File: config.mk
export PLATFORM = sky130hd
export DESIGN_NAME = ball_packet_tx
export DESIGN_NICKNAME = d
export VERILOG_FILES = /design/src/rtl/ball_packet_tx.sv
export SDC_FILE = /design/constraint.sdc
export NUM_CORES = 1
export LEC_CHECK = 0
export ABC_AREA = 1
export BUFFER_PORTS_ARGS = -buffer_cell sky130_fd_sc_hd__clkbuf_2
export CORE_MARGIN = 4
export CORE_UTILIZATION = 45
export CTS_CLUSTER_SIZE = 40
export DETAILED_ROUTE_END_ITERATION = 6
export GPL_TIMING_DRIVEN = 0
export PLACE_DENSITY = 0.62
export SYNTH_ARGS = -nofsm -noshare
export SYNTH_HDL_FRONTEND = slang
export SYNTH_SLANG_ARGS = --single-unit
File: constraint.sdc
create_clock -name clk_25MHZ -period 3.9 [get_ports clk_25MHZ]
set_clock_uncertainty 0.2 [all_clocks]
set_input_delay 0.39 -clock clk_25MHZ [delete_from_list [all_inputs] [get_ports clk_25MHZ]]
set_output_delay 0.39 -clock clk_25MHZ [all_outputs]
set_load 0.1 [all_outputs]
File: src/rtl/ball_packet_tx.sv
`default_nettype none
// ============================================================================
//  Module   : ball_packet_tx
//  Purpose  : Snapshots ball state on a trigger and streams it to the peer
//             board as a byte packet over a valid/ready link, with a
//             one-deep pending buffer. Optional macro BALL_PKT_CHECKSUM_EN
//             appends an XOR checksum byte.
//  Revision : 1.0 - initial release
// ============================================================================
module ball_packet_tx #(
    parameter logic [7:0] HEADER = 8'hA5
) (
    input  logic       clk_25MHZ,
    input  logic       reset,
    input  logic       ball_send_trigger,
    input  logic [9:0] ball_y,
    input  logic [7:0] ball_vy,
    input  logic [1:0] gravity_counter,
    input  logic [7:0] ball_speed_reg0,
    input  logic [7:0] ball_speed_reg1,
    input  logic [3:0] ball_speed_reg2,
    input  logic       game_over,
    input  logic       tx_ready,
    output logic       tx_valid,
    output logic [7:0] tx_data,
    output logic       busy,
    output logic       pkt_done,
    output logic       pkt_overwrite
);

    localparam logic [1:0] S_IDLE = 2'd0;
    localparam logic [1:0] S_SEND = 2'd1;
    localparam logic [1:0] S_DONE = 2'd2;

`ifdef BALL_PKT_CHECKSUM_EN
    localparam logic [2:0] c_last_idx = 3'd6;
`else
    localparam logic [2:0] c_last_idx = 3'd5;
`endif

    // Snapshot layout: {speed2[39:36], grav[35:34], y[33:24], vy[23:16], s0[15:8], s1[7:0]}
    logic [39:0] w_snap;
    logic [39:0] r_cur,     w_cur_nxt;
    logic [39:0] r_pend,    w_pend_nxt;
    logic        r_pend_vld, w_pend_vld_nxt;
    logic [1:0]  r_state,   w_state_nxt;
    logic [2:0]  r_idx,     w_idx_nxt;
    logic        r_ovw,     w_ovw_nxt;
    logic        w_accept;
    logic        w_xfer;
    logic [7:0]  w_byte;
    logic [7:0]  w_b1, w_b2, w_b3, w_b4, w_b5;

    assign w_snap   = {ball_speed_reg2, gravity_counter, ball_y, ball_vy,
                       ball_speed_reg0, ball_speed_reg1};
    assign w_accept = ball_send_trigger & ~game_over;
    assign w_xfer   = (r_state == S_SEND) & tx_ready;

    assign w_b1 = r_cur[31:24];
    assign w_b2 = {r_cur[39:36], r_cur[35:34], r_cur[33:32]};
    assign w_b3 = r_cur[23:16];
    assign w_b4 = r_cur[15:8];
    assign w_b5 = r_cur[7:0];

    always_comb begin
        w_byte = 8'h00;
        case (r_idx)
            3'd0:    w_byte = HEADER;
            3'd1:    w_byte = w_b1;
            3'd2:    w_byte = w_b2;
            3'd3:    w_byte = w_b3;
            3'd4:    w_byte = w_b4;
            3'd5:    w_byte = w_b5;
`ifdef BALL_PKT_CHECKSUM_EN
            3'd6:    w_byte = w_b1 ^ w_b2 ^ w_b3 ^ w_b4 ^ w_b5;
`endif
            default: w_byte = 8'h00;
        endcase
    end

    always_comb begin
        w_state_nxt    = r_state;
        w_idx_nxt      = r_idx;
        w_cur_nxt      = r_cur;
        w_pend_nxt     = r_pend;
        w_pend_vld_nxt = r_pend_vld;
        w_ovw_nxt      = 1'b0;
        case (r_state)
            S_IDLE: begin
                // A fresh trigger beats a stale pending snapshot
                if (w_accept) begin
                    w_cur_nxt      = w_snap;
                    w_state_nxt    = S_SEND;
                    w_idx_nxt      = 3'd0;
                    w_pend_vld_nxt = 1'b0;
                    w_ovw_nxt      = r_pend_vld;
                end else if (r_pend_vld) begin
                    w_cur_nxt      = r_pend;
                    w_state_nxt    = S_SEND;
                    w_idx_nxt      = 3'd0;
                    w_pend_vld_nxt = 1'b0;
                end
            end
            S_SEND: begin
                if (w_accept) begin
                    w_pend_nxt     = w_snap;
                    w_pend_vld_nxt = 1'b1;
                    w_ovw_nxt      = r_pend_vld;
                end
                if (w_xfer) begin
                    if (r_idx == c_last_idx) begin
                        w_state_nxt = S_DONE;
                        w_idx_nxt   = 3'd0;
                    end else begin
                        w_idx_nxt = r_idx + 3'd1;
                    end
                end
            end
            S_DONE: begin
                if (w_accept) begin
                    w_pend_nxt     = w_snap;
                    w_pend_vld_nxt = 1'b1;
                    w_ovw_nxt      = r_pend_vld;
                end
                w_state_nxt = S_IDLE;
            end
            default: w_state_nxt = S_IDLE;
        endcase
    end

    always_ff @(posedge clk_25MHZ) begin
        if (reset) begin
            r_state    <= S_IDLE;
            r_idx      <= 3'd0;
            r_cur      <= 40'd0;
            r_pend     <= 40'd0;
            r_pend_vld <= 1'b0;
            r_ovw      <= 1'b0;
        end else begin
            r_state    <= w_state_nxt;
            r_idx      <= w_idx_nxt;
            r_cur      <= w_cur_nxt;
            r_pend     <= w_pend_nxt;
            r_pend_vld <= w_pend_vld_nxt;
            r_ovw      <= w_ovw_nxt;
        end
    end

    assign tx_valid      = (r_state == S_SEND);
    assign tx_data       = tx_valid ? w_byte : 8'h00;
    assign busy          = (r_state != S_IDLE);
    assign pkt_done      = (r_state == S_DONE);
    assign pkt_overwrite = r_ovw;

endmodule
`default_nettype wire

After elaboration in Yosys (flattened, before gate mapping)
Index checks and enable logic that the tools add are counted.

operators by class
  $add $sub $neg = 1
  multiply operators = 0
  divide/modulo/power cells = 0
  order comparisons = 0
  equality and inequality tests = 11
  shift-type cells = 0
  muxes and demuxes = 16
  bitwise logic cells = 5
  reductions and logical operators = 14

operators with widths
  cell                                                    number
  two-way mux 40 bit                                      2
  one-hot mux 8 bit (6 select lines)                      1
  two-way mux 3 bit                                       4
  two-way mux 2 bit                                       4
  two-way mux 8 bit                                       1
  nonzero test 2 bit                                      4
  equality test 3 x 2 -> 1 bit (second input constant)    2
  equality test 3 bit (second input constant)             2
  inequality test 2 x 1 -> 1 bit (second input constant)  3
  one-hot mux 3 bit (2 select lines)                      1
  AND reduction 2 bit                                     3
  AND reduction 3 bit                                     2
  OR reduction 3 bit                                      2
  one-hot mux 2 bit (2 select lines)                      1
  adder 3 x 1 -> 3 bit (second input constant)            1
  equality test 3 x 1 -> 1 bit (second input constant)    1
  logical NOT 3 bit                                       1
  inequality test 3 bit (second input constant)           1
  NOT 1 bit                                               3
  bitwise AND 1 bit                                       2
  equality test 2 x 1 -> 1 bit (second input constant)    1
  equality test 2 bit (second input constant)             1
  logical NOT 2 bit                                       1
  one-hot mux 1 bit (2 select lines)                      1
  other kinds (2)                                         2

word-level totals
  flip-flop bits (word level) = 87
  latch bits = 0
  memory bits (writable) = 0
  memory bits (read-only) = 0
  bits of input ports = 45
  output and inout bits = 12
  logic and storage cells = 53
  memories kept = 0

Logic depth before layout (Yosys ltp)
Gate-level depths: netlist of run 1.

  depth after elaboration = 4
  depth in mapped cells = 9

Least setup slack after synthesis of run 1
OpenSTA, ideal clock, no wires.

  path type = register to output
  start point = reg r_state[1]
  end point = out tx_data[0]
  arrival = 2906 ps
  required time = 3310 ps
  path slack = 404 ps
  cell stages (with the launch flop) = 6
  path buffers = 1
  cells stage by stage = dfxtp_1 > inv_1 > ha_1 > inv_1 > clkbuf_1 > nor2_1

between the ends
  word-level cells in the longest chain between the ends = 2

ends and longest elaborated chain
  item                          RTL line  source
  start: declaration            46        logic [1:0] r_state, w_state_nxt;
  start signal: assignment      140       r_state <= w_state_nxt;
  equality test 2 x 1 -> 1 bit  149       assign tx_valid = (r_state == S_SEND);
  named net tx_valid            24        output logic tx_valid,
  two-way mux 8 bit             150       assign tx_data = tx_valid ? w_byte : 8'h00;
  end: declaration              25        output logic [7:0] tx_data,

The timed path passes the listed nets, and every way through them passes these cells.

Worst setup path in the final report of run 1
  start point = reg r_idx[2]
  end point = out tx_data[2]

between the ends
  word-level cells in the longest chain between the ends = 3
  elaborated cells on any way between the ends = 8

ends and longest elaborated chain
  item                                               RTL line  source
  start: declaration                                 47        logic [2:0] r_idx, w_idx_nxt;
  start signal: assignment                           141       r_idx <= w_idx_nxt;
  equality test 3 bit, or another cell as far along  67        case (r_idx)
  one-hot mux 8 bit (6 select lines) (*)             67
  two-way mux 8 bit (*)                              150

Every way passes the cells marked *; elsewhere a longest branch is shown, timed or not.

==> parameters.txt, run 1 <==
Parameter                              Value

STA
  Setup Total Neg Slack    0 ns
  Final period utilization    71.6%
  Final hold slack    0.0655 ns
  Final Hold Fails    0
  Final critical-path required period    2.79 ns
  Setup repair after global routing missed its margin    no
  Setup-violating endpoint count in the final report    0
  Slew @ Worst Pin    ~0.55 ns
  Peak clock frequency supported by timing    0.358 GHz
  Pins Over Slew Limit    0
  Worst max-slew margin expressed relative to the limit    63.4%

Placement
  Number of input and output port buffers inserted    55
  Placed Instances    778
  Final GP Congestion    ~0.87
  DP Wirelength    8350 um

Final layout
  Final core utilization    approximately 53%
  Final std cells w/o fill    793
  Final Net Count    732
  Antenna Diode Count    0
  Post-synthesis to final-layout area growth    14.8%
  Fraction of final layout cells sized beyond drive strength 1    14.2%
  Filler cell count in the final layout    927

Min path
  Cells on Worst Hold Path    3
  Hold Crit Start    ball_speed_reg1[5]
  Hold/Removal Path Class    in2reg
  Capture endpoint of the worst hold path    r_pend[5]

Worst setup path
  Setup crit start kind    register
  Launch instance of the worst register-to-register path    r_state[0]
  Max Fanout on Critical Path    8
  Flop2flop setup slack    1.81 ns
  Required arrival time at the worst endpoint    3.31 ns
  Endpoint of the most critical register-to-register path    r_pend_vld
  Worst Setup Path Type    reg2out
  Data arrival at the endpoint of the critical path    between 2 and 2.5 ns
  Worst-case reg-to-reg path depth    7
  Critical path endpoint category    output pin

Floorplan
  Y dimension of the die    103 um
  Width of the die    around 100 um
  Top-level port count    57
  Area of the die    10500 um2
  Number of rows in the core area    34
  Core Footprint    8720 um2
  Starting density of the core    46.1%

Power and ir drop
  Leakage    0.00207 uW
  Power density over the cells    639 nW/um2
  Power after layout    slightly below 3000 uW
  Worst voltage drop across the vdd grid    270 uV

CTS
  Clock transition at the registers of the reported paths    0.09 ns
  Clock buffer count from CTS    9
  PostCTS Resize Cnt    0
  Clock tree from TritonCTS    done
  Cell at the root of the clock tree    sky130_fd_sc_hd__clkbuf_8
  Max clock buf depth    2
  Post CTS Setup Buffer Count    0
  H-tree level count    3
  Worst-skew pair later-pin latency    0.35 ns
  Hold buffer count at CTS    0
  CTS sink cnt    87

Logic synthesis
  Top post-synthesis cells by count    sky130_fd_sc_hd__nand2_1, sky130_fd_sc_hd__dfxtp_1, sky130_fd_sc_hd__nor2_1
  Cell taking the most area after synthesis    sky130_fd_sc_hd__dfxtp_1
  Area share of the largest cell type after synthesis    43.3%
  Number of enable flip-flop cells after synthesis    0
  Syn avg cell area    6.53 um2
  Nets in the synthesized netlist    666
  Synth cell types    17
  Total of flip-flops plus latches after synthesis    87
  Most repeated cell in the gate-level netlist after synthesis    sky130_fd_sc_hd__nand2_1
  Number of warnings printed during yosys synthesis    0
  Gate count of the mapped netlist    just over 600
  Syn Std Cell Area    roughly 4000 um2
  Sequential cell area fraction in the yosys report    43.3%
  Main flop type after synthesis    sky130_fd_sc_hd__dfxtp_1
  Synth async-reset ratio    0%
  Dominant cells by area after synthesis    sky130_fd_sc_hd__dfxtp_1, sky130_fd_sc_hd__nand2_1, sky130_fd_sc_hd__nor2_1, sky130_fd_sc_hd__o21ai_0, sky130_fd_sc_hd__nand3_1

Detailed routing
  Max Used Layer    met4
  Number of vias after detailed routing    4016
  DR vias/cell    slightly above 5
  Detailed route wirelength on metal2    5070 um
  Residual DRC count    0
  Met3 Wirelength    470 um
  Number of DRC violations after detailed-routing iteration 0    approximately 160
  Remaining number of nets flagged by the antenna check after routing    0
  Mean routed wirelength per cell    13.8 um
  Final wirelength    10900 um
  Number of search-and-repair iterations in the first detailed-routing pass    7
  M1 WL    between 5000 and 6000 um

Global route
  Vias in the first global route    3814
  Maximum number of pins on one net before global-route repair    14
  Antenna violations before repair    0
  Global-route wire length before repair    18200 um
  Remaining Overflow, GRT    0
  All-layer global routing usage    between 20% and 30%

Job
  Number of max-capacitance violations reported    0

Outcome
  Result of the run    completed
metrics by stage:
step / setup slack [ns] / cell area [um2]
2_1_floorplan: 0.404 / 4020
3_3_place_gp: 1.48 / 4430
3_5_place_dp: 1.48 / 4430
4_1_cts: 1.07 / 4610
5_1_grt: 0.880 / 4610
6_report: 1.11 / 4610
sequential cells by signal (all words and copies together) (netlist names):
register and cells:
r_pend_vld 1, r_cur 40, pkt_overwrite 1, r_pend 40, r_state 2, r_idx 3
kinds of logic (layout without fill, tap and decap cells):
family | after synthesis | after routing | share of synthesized area (%)
buf+inv | 66 | 136 | 7.13
compound gates | 99 | 99 | 12.4
flops | 87 | 87 | 43.3
fa+ha+maj | 6 | 6 | 1.87
simple gates | 357 | 357 | 35.3
worst max-delay path, stage by stage (launching register included):
cell and delay [ns]:
sky130_fd_sc_hd__dfxtp_1 0.36, sky130_fd_sc_hd__inv_1 0.16, sky130_fd_sc_hd__ha_1 0.16, sky130_fd_sc_hd__clkbuf_1 0.29, sky130_fd_sc_hd__nand2_1 0.12, sky130_fd_sc_hd__o211ai_1 0.09
sky130_fd_sc_hd__nor2_1 0.07, sky130_fd_sc_hd__nor2_1 0.12, sky130_fd_sc_hd__clkbuf_2 0.48
how the worst max path moves through the flow:
stage               slack [ns]         end  cells after the start  startpoint
finish                    1.11  tx_data[2]                      8    r_idx[2]
CTS                       1.07  tx_data[6]                      8    r_idx[0]
floorplan                 0.40  tx_data[0]                      5  r_state[1]
global route              0.88  tx_data[0]                      9    r_idx[0]
detailed placement        1.48  tx_data[6]                      8    r_idx[0]
global placement          1.48  tx_data[6]                      8    r_idx[0]
area by class of cell:
| cell class | count | area, um2 | share of cell area, % |
|---|---|---|---|
| Clock buffer | 13 | 169 | 3.66 |
| Sequential cell | 87 | 1740 | 37.8 |
| Inverter | 27 | 101 | 2.20 |
| Timing Repair Buffer | 55 | 275 | 5.97 |
| Buffer | 39 | 185 | 4.01 |
| Multi-Input combinational cell | 462 | 1990 | 43.2 |
| Tap cell | 108 | 135 | 2.93 |
| Clock inverter | 2 | 15.0 | 0.325 |
cell usage in the layout, fill, tap and decap left out, types with 4 or more instances in the layout:
master,n
sky130_fd_sc_hd__nand2_1,214
sky130_fd_sc_hd__inv_1,25
sky130_fd_sc_hd__nand3_1,55
sky130_fd_sc_hd__buf_4,4
sky130_fd_sc_hd__clkbuf_8,12
sky130_fd_sc_hd__buf_2,17
sky130_fd_sc_hd__nor2_1,84
sky130_fd_sc_hd__clkbuf_2,57
sky130_fd_sc_hd__a21oi_1,42
sky130_fd_sc_hd__ha_1,6
sky130_fd_sc_hd__clkbuf_1,17
sky130_fd_sc_hd__dfxtp_1,87
sky130_fd_sc_hd__o21ai_0,56
layer usage:
layer	track usage, %	vias to the layer above
met5	0	-
met4	5.45	0
met3	4.26	12
met2	36.0	85
met1	30.4	1834
li1	-	2085
power by group:
group | total [uW] | internal [uW] | switching [uW] | leakage [uW]
Clock | 600 | 281 | 319 | 0.0000878
Combinational | 1170 | 320 | 854 | 0.00127
Sequential | 1170 | 1060 | 112 | 0.000708
Power figures use the tool's default switching activity.
==> inputs of run 2 (changes only) <==
--- a/config.mk
+++ b/config.mk
@@ -5,7 +5,7 @@
 export SDC_FILE = /design/constraint.sdc
 export NUM_CORES = 1
 export LEC_CHECK = 0
-export ABC_AREA = 1
+export ABC_AREA = 0
 export BUFFER_PORTS_ARGS = -buffer_cell sky130_fd_sc_hd__clkbuf_2
 export CORE_MARGIN = 4
 export CORE_UTILIZATION = 45
==> constraint.sdc (replaced) <==
create_clock -name clk_25MHZ -period 2.8 [get_ports clk_25MHZ]
set_clock_uncertainty 0.2 [all_clocks]
set_input_delay 0.28 -clock clk_25MHZ [delete_from_list [all_inputs] [get_ports clk_25MHZ]]
set_output_delay 0.28 -clock clk_25MHZ [all_outputs]
set_load 0.1 [all_outputs]
==> parameters.txt, run 2 <==
Parameter                              Value

Outcome
  Result of the run    completed

Power and ir drop
  Combinational fraction of design power    29.9%
  Cell Int Power    2190 uW
  Power density over the cells    between 600 and 700 nW/um2
  Worst voltage drop across the vdd grid    258 uV
  Clock power frac    27.5%
  Net Sw Frac    34.4%
  Sequential share of power    42.6%
  Switching power summed over all nets    1150 uW
  Leakage    0.00184 uW

Worst setup path
  Setup crit start kind    register
  Library cell contributing the largest single delay on the critical path    sky130_fd_sc_hd__dfxtp_1
  Critical path endpoint category    output pin
  Launch instance of the worst register-to-register path    r_state[1]
  Required arrival time at the worst endpoint    2.32 ns
  Worst Setup Path Type    reg2out
  Data arrival at the endpoint of the critical path    2.12 ns
  Longest individual stage delay on the worst path    0.30 ns
  Startpoint of the worst setup timing path    r_idx[2]
  Series of cell instances along the critical path    buf_2 > inv_2 > buf_4 > ha_4 > nand2b_1 > o21ai_4 > buf_12 > a31oi_4 > clkbuf_16
  Max Fanout on Critical Path    10

STA
  Slew @ Worst Pin    approximately 0.74 ns
  Setup Total Neg Slack    0 ns
  Peak clock frequency supported by timing    slightly below 0.4 GHz
  Setup-violating endpoint count in the final report    0
  Final hold slack    0.0449 ns
  Final critical-path required period    2.60 ns
  Final Hold Fails    0
  Setup repair after global routing missed its margin    no
  Final period utilization    between 90% and 100%
  Worst max-slew margin expressed relative to the limit    50.4%
  Pins Over Slew Limit    0

Logic synthesis
  Total of flip-flops plus latches after synthesis    87
  Nets in the synthesized netlist    552
  Top post-synthesis cells by count    sky130_fd_sc_hd__nand2_1, sky130_fd_sc_hd__dfxtp_1, sky130_fd_sc_hd__nor2_1
  Area share of the largest cell type after synthesis    a little over two fifths
  Syn avg cell area    8.23 um2
  Number of warnings printed during yosys synthesis    0
  Number of enable flip-flop cells after synthesis    0
  Cell taking the most area after synthesis    sky130_fd_sc_hd__dfxtp_1
  Syn Std Cell Area    4130 um2
  Most repeated cell in the gate-level netlist after synthesis    sky130_fd_sc_hd__nand2_1
  Main flop type after synthesis    sky130_fd_sc_hd__dfxtp_1
  Sequential cell area fraction in the yosys report    42.2%
  Gate count of the mapped netlist    501
  Synth async-reset ratio    0%
  Dominant cells by area after synthesis    sky130_fd_sc_hd__dfxtp_1, sky130_fd_sc_hd__nand2_1, sky130_fd_sc_hd__a311oi_2, sky130_fd_sc_hd__a21oi_1, sky130_fd_sc_hd__nor2_1
  Synth cell types    37

Global route
  Vias in the first global route    3663
  Global-route wire length before repair    roughly 18000 um
  Remaining Overflow, GRT    0
  All-layer global routing usage    20.7%
  Antenna violations before repair    0
  Maximum number of pins on one net before global-route repair    15

Detailed routing
  Residual DRC count    0
  Number of search-and-repair iterations in the first detailed-routing pass    4
  Remaining number of nets flagged by the antenna check after routing    0
  Final wirelength    between 10000 and 15000 um
  DR vias/cell    5.19
  Number of vias after detailed routing    ~3.7k
  Number of DRC violations after detailed-routing iteration 0    between 150 and 200
  Mean routed wirelength per cell    15.1 um

CTS
  Cell at the root of the clock tree    sky130_fd_sc_hd__clkbuf_8
  Worst-skew pair later-pin latency    roughly 0.36 ns
  Clock buffer count from CTS    9
  Clock tree from TritonCTS    done
  Max clock buf depth    2
  Clock transition at the registers of the reported paths    roughly 0.1 ns
  CTS sink cnt    87
  H-tree level count    3

Min path
  Hold Crit Start    tx_ready
  Hold/Removal Path Class    in2reg

Final layout
  Antenna Diode Count    0
  Most frequent cells in the layout    sky130_fd_sc_hd__nand2_1, sky130_fd_sc_hd__dfxtp_1, sky130_fd_sc_hd__nor2_1
  Largest registers    r_cur x40, r_pend x40, r_idx x3
  Most frequent standard cell in the layout excluding fill and tap cells    sky130_fd_sc_hd__nand2_1
  Final Net Count    659
  Filler cell count in the final layout    just over 800
  Post-route design area    5370 um2
  Post-synthesis to final-layout area growth    30.1%
  Final std cells w/o fill    721
  Fraction of final layout cells sized beyond drive strength 1    24.1%

Floorplan
  Top-level port count    57
  Y dimension of the die    104 um
  Number of rows in the core area    34
  Starting density of the core    46.8%
  Area of the die    10800 um2
  Width of the die    approximately 100 um
  Core Footprint    about 8800 um2

Placement
  DP Wirelength    between 7000 and 8000 um
  Placed Instances    ~660
  Number of input and output port buffers inserted    55
  Final GP Congestion    0.817
  Placed cell area    4630 um2

Job
  Number of max-capacitance violations reported    0
==> run 2: changes by cell type in the layout (fill, tap and decap cells not counted), moves of 7 or more <==
cell	delta
sky130_fd_sc_hd__inv_1	-21
sky130_fd_sc_hd__nand3_1	-52
sky130_fd_sc_hd__o21ai_0	-51
sky130_fd_sc_hd__nor2_1	-36
sky130_fd_sc_hd__clkbuf_2	-10
sky130_fd_sc_hd__buf_2	-7
sky130_fd_sc_hd__dlygate4sd3_1	+40
sky130_fd_sc_hd__nand2_1	-48
sky130_fd_sc_hd__buf_4	+8
sky130_fd_sc_hd__a311oi_2	+40
sky130_fd_sc_hd__a22o_1	+7
==> run 2: cell type report <==
cell class / count / area [um2] / share of cell area (%)
multi-input cells: 365 / 2260 / 42.1
inverters: 5 / 18.8 / 0.350
well taps: 108 / 135 / 2.52
clock buffers: 12 / 155 / 2.89
plain buffers: 43 / 219 / 4.08
repair buffers: 97 / 782 / 14.6
flip-flops and latches: 87 / 1740 / 32.5
clock inverters: 4 / 53.8 / 1.00
==> run 2: per-layer routing <==
layer	vias to the layer above	GRT usage [%]	wire, um
li1	1932	-	-
met1	1733	28.0	5260
met2	65	34.3	5160
met3	10	3.54	382
met4	0	5.70	110
met5	-	0	0
==> run 2: critical path: cells and delay by family, from the launching register on <==
family | cells | cell delay (ns)
buf+inv | 5 | 0.85
flops | 1 | 0.30
fa+ha+maj | 1 | 0.19
simple gates | 1 | 0.16
compound gates | 2 | 0.24
==> run 2: logic make-up (layout without fill, tap and decap cells) <==
kind of cell | after synthesis | count (layout) | synth area share [%]
muxes | 6 | 6 | 1.49
AOI/OAI and AO/OA | 115 | 115 | 25.8
DFF | 87 | 87 | 42.2
adders and majority gates | 6 | 6 | 1.82
buffers and inverters | 49 | 161 | 5.79
and+or+nand+nor | 238 | 238 | 22.9
==> run 2: worst paths after layout <==
kind	slack (ns)	to	cells after the start
worst min-delay path	0.04	r_idx[1]	2
worst max-delay path	0.20	tx_data[5]	9
worst min register to register	0.26	r_pend[12]	2
worst max register to register	0.76	r_pend[19]	6
==> run 2: timing repair <==
item | 4_1_cts | 5_1_grt
endpoints found under the setup margin | 8 | 8
endpoints found under the hold margin | 50 | 0
gates resized for setup | 19 | 6
hold buffers | 40 | 0
pin swaps | 1 | 0
setup buffers | 2 | 0
==> run 2: power groups by stage <==
stage / combinational, uW / sequential, uW / clock (uW)
6_report: 1000 / 1420 / 918
3_5_place_dp: 884 / 1450 / 0
5_1_grt: 1080 / 1440 / 994
3_3_place_gp: 870 / 1450 / 0
4_1_cts: 996 / 1420 / 939
2_1_floorplan: 708 / 1420 / 0
==> run 2: per-stage QoR <==
step | worst slack, ns | total power [uW] | util [%]
6_report | 0.200 | 3340 | 60.9
5_1_grt | 0.0685 | 3510 | 60.9
4_1_cts | 0.0491 | 3360 | 60.8
3_5_place_dp | -0.220 | 2340 | 52.6
3_3_place_gp | -0.223 | 2320 | 52.6
2_1_floorplan | 0.162 | 2130 | -
==> inputs of run 3 (changes only) <==
--- a/config.mk
+++ b/config.mk
@@ -12,7 +12,6 @@
 export CTS_CLUSTER_SIZE = 40
 export DETAILED_ROUTE_END_ITERATION = 6
 export GPL_TIMING_DRIVEN = 0
-export PLACE_DENSITY = 0.62
 export SYNTH_ARGS = -nofsm -noshare
 export SYNTH_HDL_FRONTEND = slang
 export SYNTH_SLANG_ARGS = --single-unit
==> parameters.txt, run 3 (synthesis gave the netlist of run 2 again) <==
Parameter                              Value

Final layout
  Fraction of final layout cells sized beyond drive strength 1    24.6%
  Post-route design area    between 5000 and 6000 um2
  Antenna Diode Count    0
  Most frequent cells in the layout    sky130_fd_sc_hd__nand2_1, sky130_fd_sc_hd__dfxtp_1, sky130_fd_sc_hd__nor2_1
  Most frequent standard cell in the layout excluding fill and tap cells    sky130_fd_sc_hd__nand2_1
  Largest registers    r_cur x40, r_pend x40, r_idx x3
  Post-synthesis to final-layout area growth    29.8%
  Final core utilization    60.8%
  Final std cells w/o fill    723
  Final Net Count    661

Min path
  Hold Crit Start    tx_ready
  Hold/Removal Path Class    in2reg
  Cells on Worst Hold Path    2
  Capture endpoint of the worst hold path    r_idx[1]

Power and ir drop
  Net Sw Frac    36.0%
  Leakage    roughly 0.0018 uW
  Switching power summed over all nets    1160 uW
  Power after layout    3220 uW
  Worst voltage drop across the vdd grid    287 uV
  Power density over the cells    602 nW/um2
  Combinational fraction of design power    31.4%
  Clock power frac    between 20 and 25%
  Cell Int Power    2070 uW
  Sequential share of power    44.2%

CTS
  Clock tree from TritonCTS    done
  Cell at the root of the clock tree    sky130_fd_sc_hd__clkbuf_8
  Clock buffer count from CTS    9
  Worst-skew pair later-pin latency    between 0.3 and 0.4 ns
  CTS sink cnt    87
  Max clock buf depth    2
  H-tree level count    3
  Clock transition at the registers of the reported paths    0.09 ns

Detailed routing
  Mean routed wirelength per cell    15.4 um
  Final wirelength    11100 um
  Number of search-and-repair iterations in the first detailed-routing pass    4
  Residual DRC count    0
  Remaining number of nets flagged by the antenna check after routing    0
  Number of vias after detailed routing    3851
  Number of DRC violations after detailed-routing iteration 0    130
  DR vias/cell    between 5 and 6

STA
  Pins Over Slew Limit    0
  Peak clock frequency supported by timing    roughly 0.38 GHz
  Slew @ Worst Pin    0.769 ns
  Setup repair after global routing missed its margin    no
  Setup-violating endpoint count in the final report    0
  Final critical-path required period    2.64 ns
  Final period utilization    between 90 and 100%
  Final Hold Fails    0
  Worst max-slew margin expressed relative to the limit    48.8%

Worst setup path
  Required arrival time at the worst endpoint    2.32 ns
  Critical path endpoint category    output pin
  Series of cell instances along the critical path    buf_2 > inv_2 > buf_6 > ha_4 > nand2b_4 > o21ai_4 > buf_12 > buf_4 > a31oi_4 > clkbuf_16
  Data arrival at the endpoint of the critical path    around 2.2 ns
  Setup crit start kind    register
  Worst-case reg-to-reg path depth    6
  Flop2flop setup slack    0.74 ns
  Max Fanout on Critical Path    10
  Longest individual stage delay on the worst path    0.30 ns
  Worst Setup Path Type    reg2out
  Library cell contributing the largest single delay on the critical path    sky130_fd_sc_hd__dfxtp_1
  Launch instance of the worst register-to-register path    r_state[0]
  Endpoint of the most critical register-to-register path    r_pend[18]

Global route
  Global-route wire length before repair    18500 um
  Remaining Overflow, GRT    0
  Antenna violations before repair    0
  Maximum number of pins on one net before global-route repair    16
  Vias in the first global route    3746
  All-layer global routing usage    21.2%

Floorplan
  Top-level port count    57
  Area of the die    roughly 11000 um2
  Width of the die    roughly 100 um
  Y dimension of the die    104 um
  Core Footprint    around 9000 um2
  Starting density of the core    46.8%
  Number of rows in the core area    34

Placement
  Placed Instances    664
  Placed cell area    4630 um2
  Number of input and output port buffers inserted    55
  Final GP Congestion    0.842
  DP Wirelength    8010 um

Job
  Number of max-capacitance violations reported    0

Outcome
  Result of the run    completed
run 3: cell types whose count changed in the layout (fill, tap and decap cells not counted), sizes merged:
cell / previous run / this run
clkinvlp: 2 / 1
inv: 5 / 6
clkinv: 1 / 4
bufinv: 1 / 0
run 3: worst max-delay path, delay by kind of cell (launching register included):
kind / cells / cell delay, ns
AO/OA/AOI/OAI: 2 / 0.23
adder cells (fa/ha/maj): 1 / 0.19
buffers and inverters: 6 / 0.93
flip-flops: 1 / 0.30
AND/OR/NAND/NOR: 1 / 0.15
run 3: through the flow:
stage / TNS, ns / setup slack, ns / hold WS, ns
6_report: 0 / 0.157 / 0.0543
3_3_place_gp: -1.76 / -0.234 / 0.241
2_1_floorplan: 0 / 0.162 / 0.216
5_1_grt: 0 / 0.0156 / 0.0333
3_5_place_dp: -1.80 / -0.242 / 0.247
4_1_cts: 0 / 0.0109 / 0.0294
run 3: power by group through the flow:
| stage | Combinational, uW | Clock (uW) | Sequential [uW] |
|---|---|---|---|
| after global placement | 871 | 0 | 1450 |
| after floorplan | 708 | 0 | 1420 |
| after detailed placement | 883 | 0 | 1450 |
| after CTS | 1010 | 810 | 1420 |
| after global routing | 1090 | 866 | 1440 |
| final | 1010 | 788 | 1430 |
run 3: worst max-delay path by stage:
stage / startpoint / end / slack, ns
floorplan: r_idx[2] / tx_data[0] / 0.16
global placement: r_idx[2] / tx_data[6] / -0.23
detailed placement: r_idx[2] / tx_data[1] / -0.24
CTS: r_idx[2] / tx_data[4] / 0.01
global route: r_idx[1] / tx_data[6] / 0.02
finish: r_idx[2] / tx_data[0] / 0.16
run 3: timing repair:
action	CTS	global route
endpoints found under the hold margin	61	0
hold buffers	40	0
gates resized for setup	17	5
setup endpoints to repair	8	8
setup buffers	4	0
pin swaps	1	0
run 3: routing by layer:
| metal | up-vias | share of wire [%] | GRT usage, % | routed length, um |
|---|---|---|---|---|
| li1 | 1939 | - | - | - |
| met1 | 1808 | 48 | 27.5 | 5300 |
| met2 | 89 | 47 | 35.5 | 5180 |
| met3 | 15 | 4.0 | 4.91 | 449 |
| met4 | 0 | 1.7 | 5.79 | 185 |
| met5 | - | 0 | 0 | 0 |
run 3: area by class of cell:
cell class / count / area (um2)
fillers: 851 / 3450
multi-input cells: 365 / 2270
flip-flops and latches: 87 / 1740
repair buffers: 99 / 792
plain buffers: 43 / 223
well taps: 108 / 135
clock buffers: 10 / 128
clock inverters: 6 / 46.3
inverters: 5 / 18.8
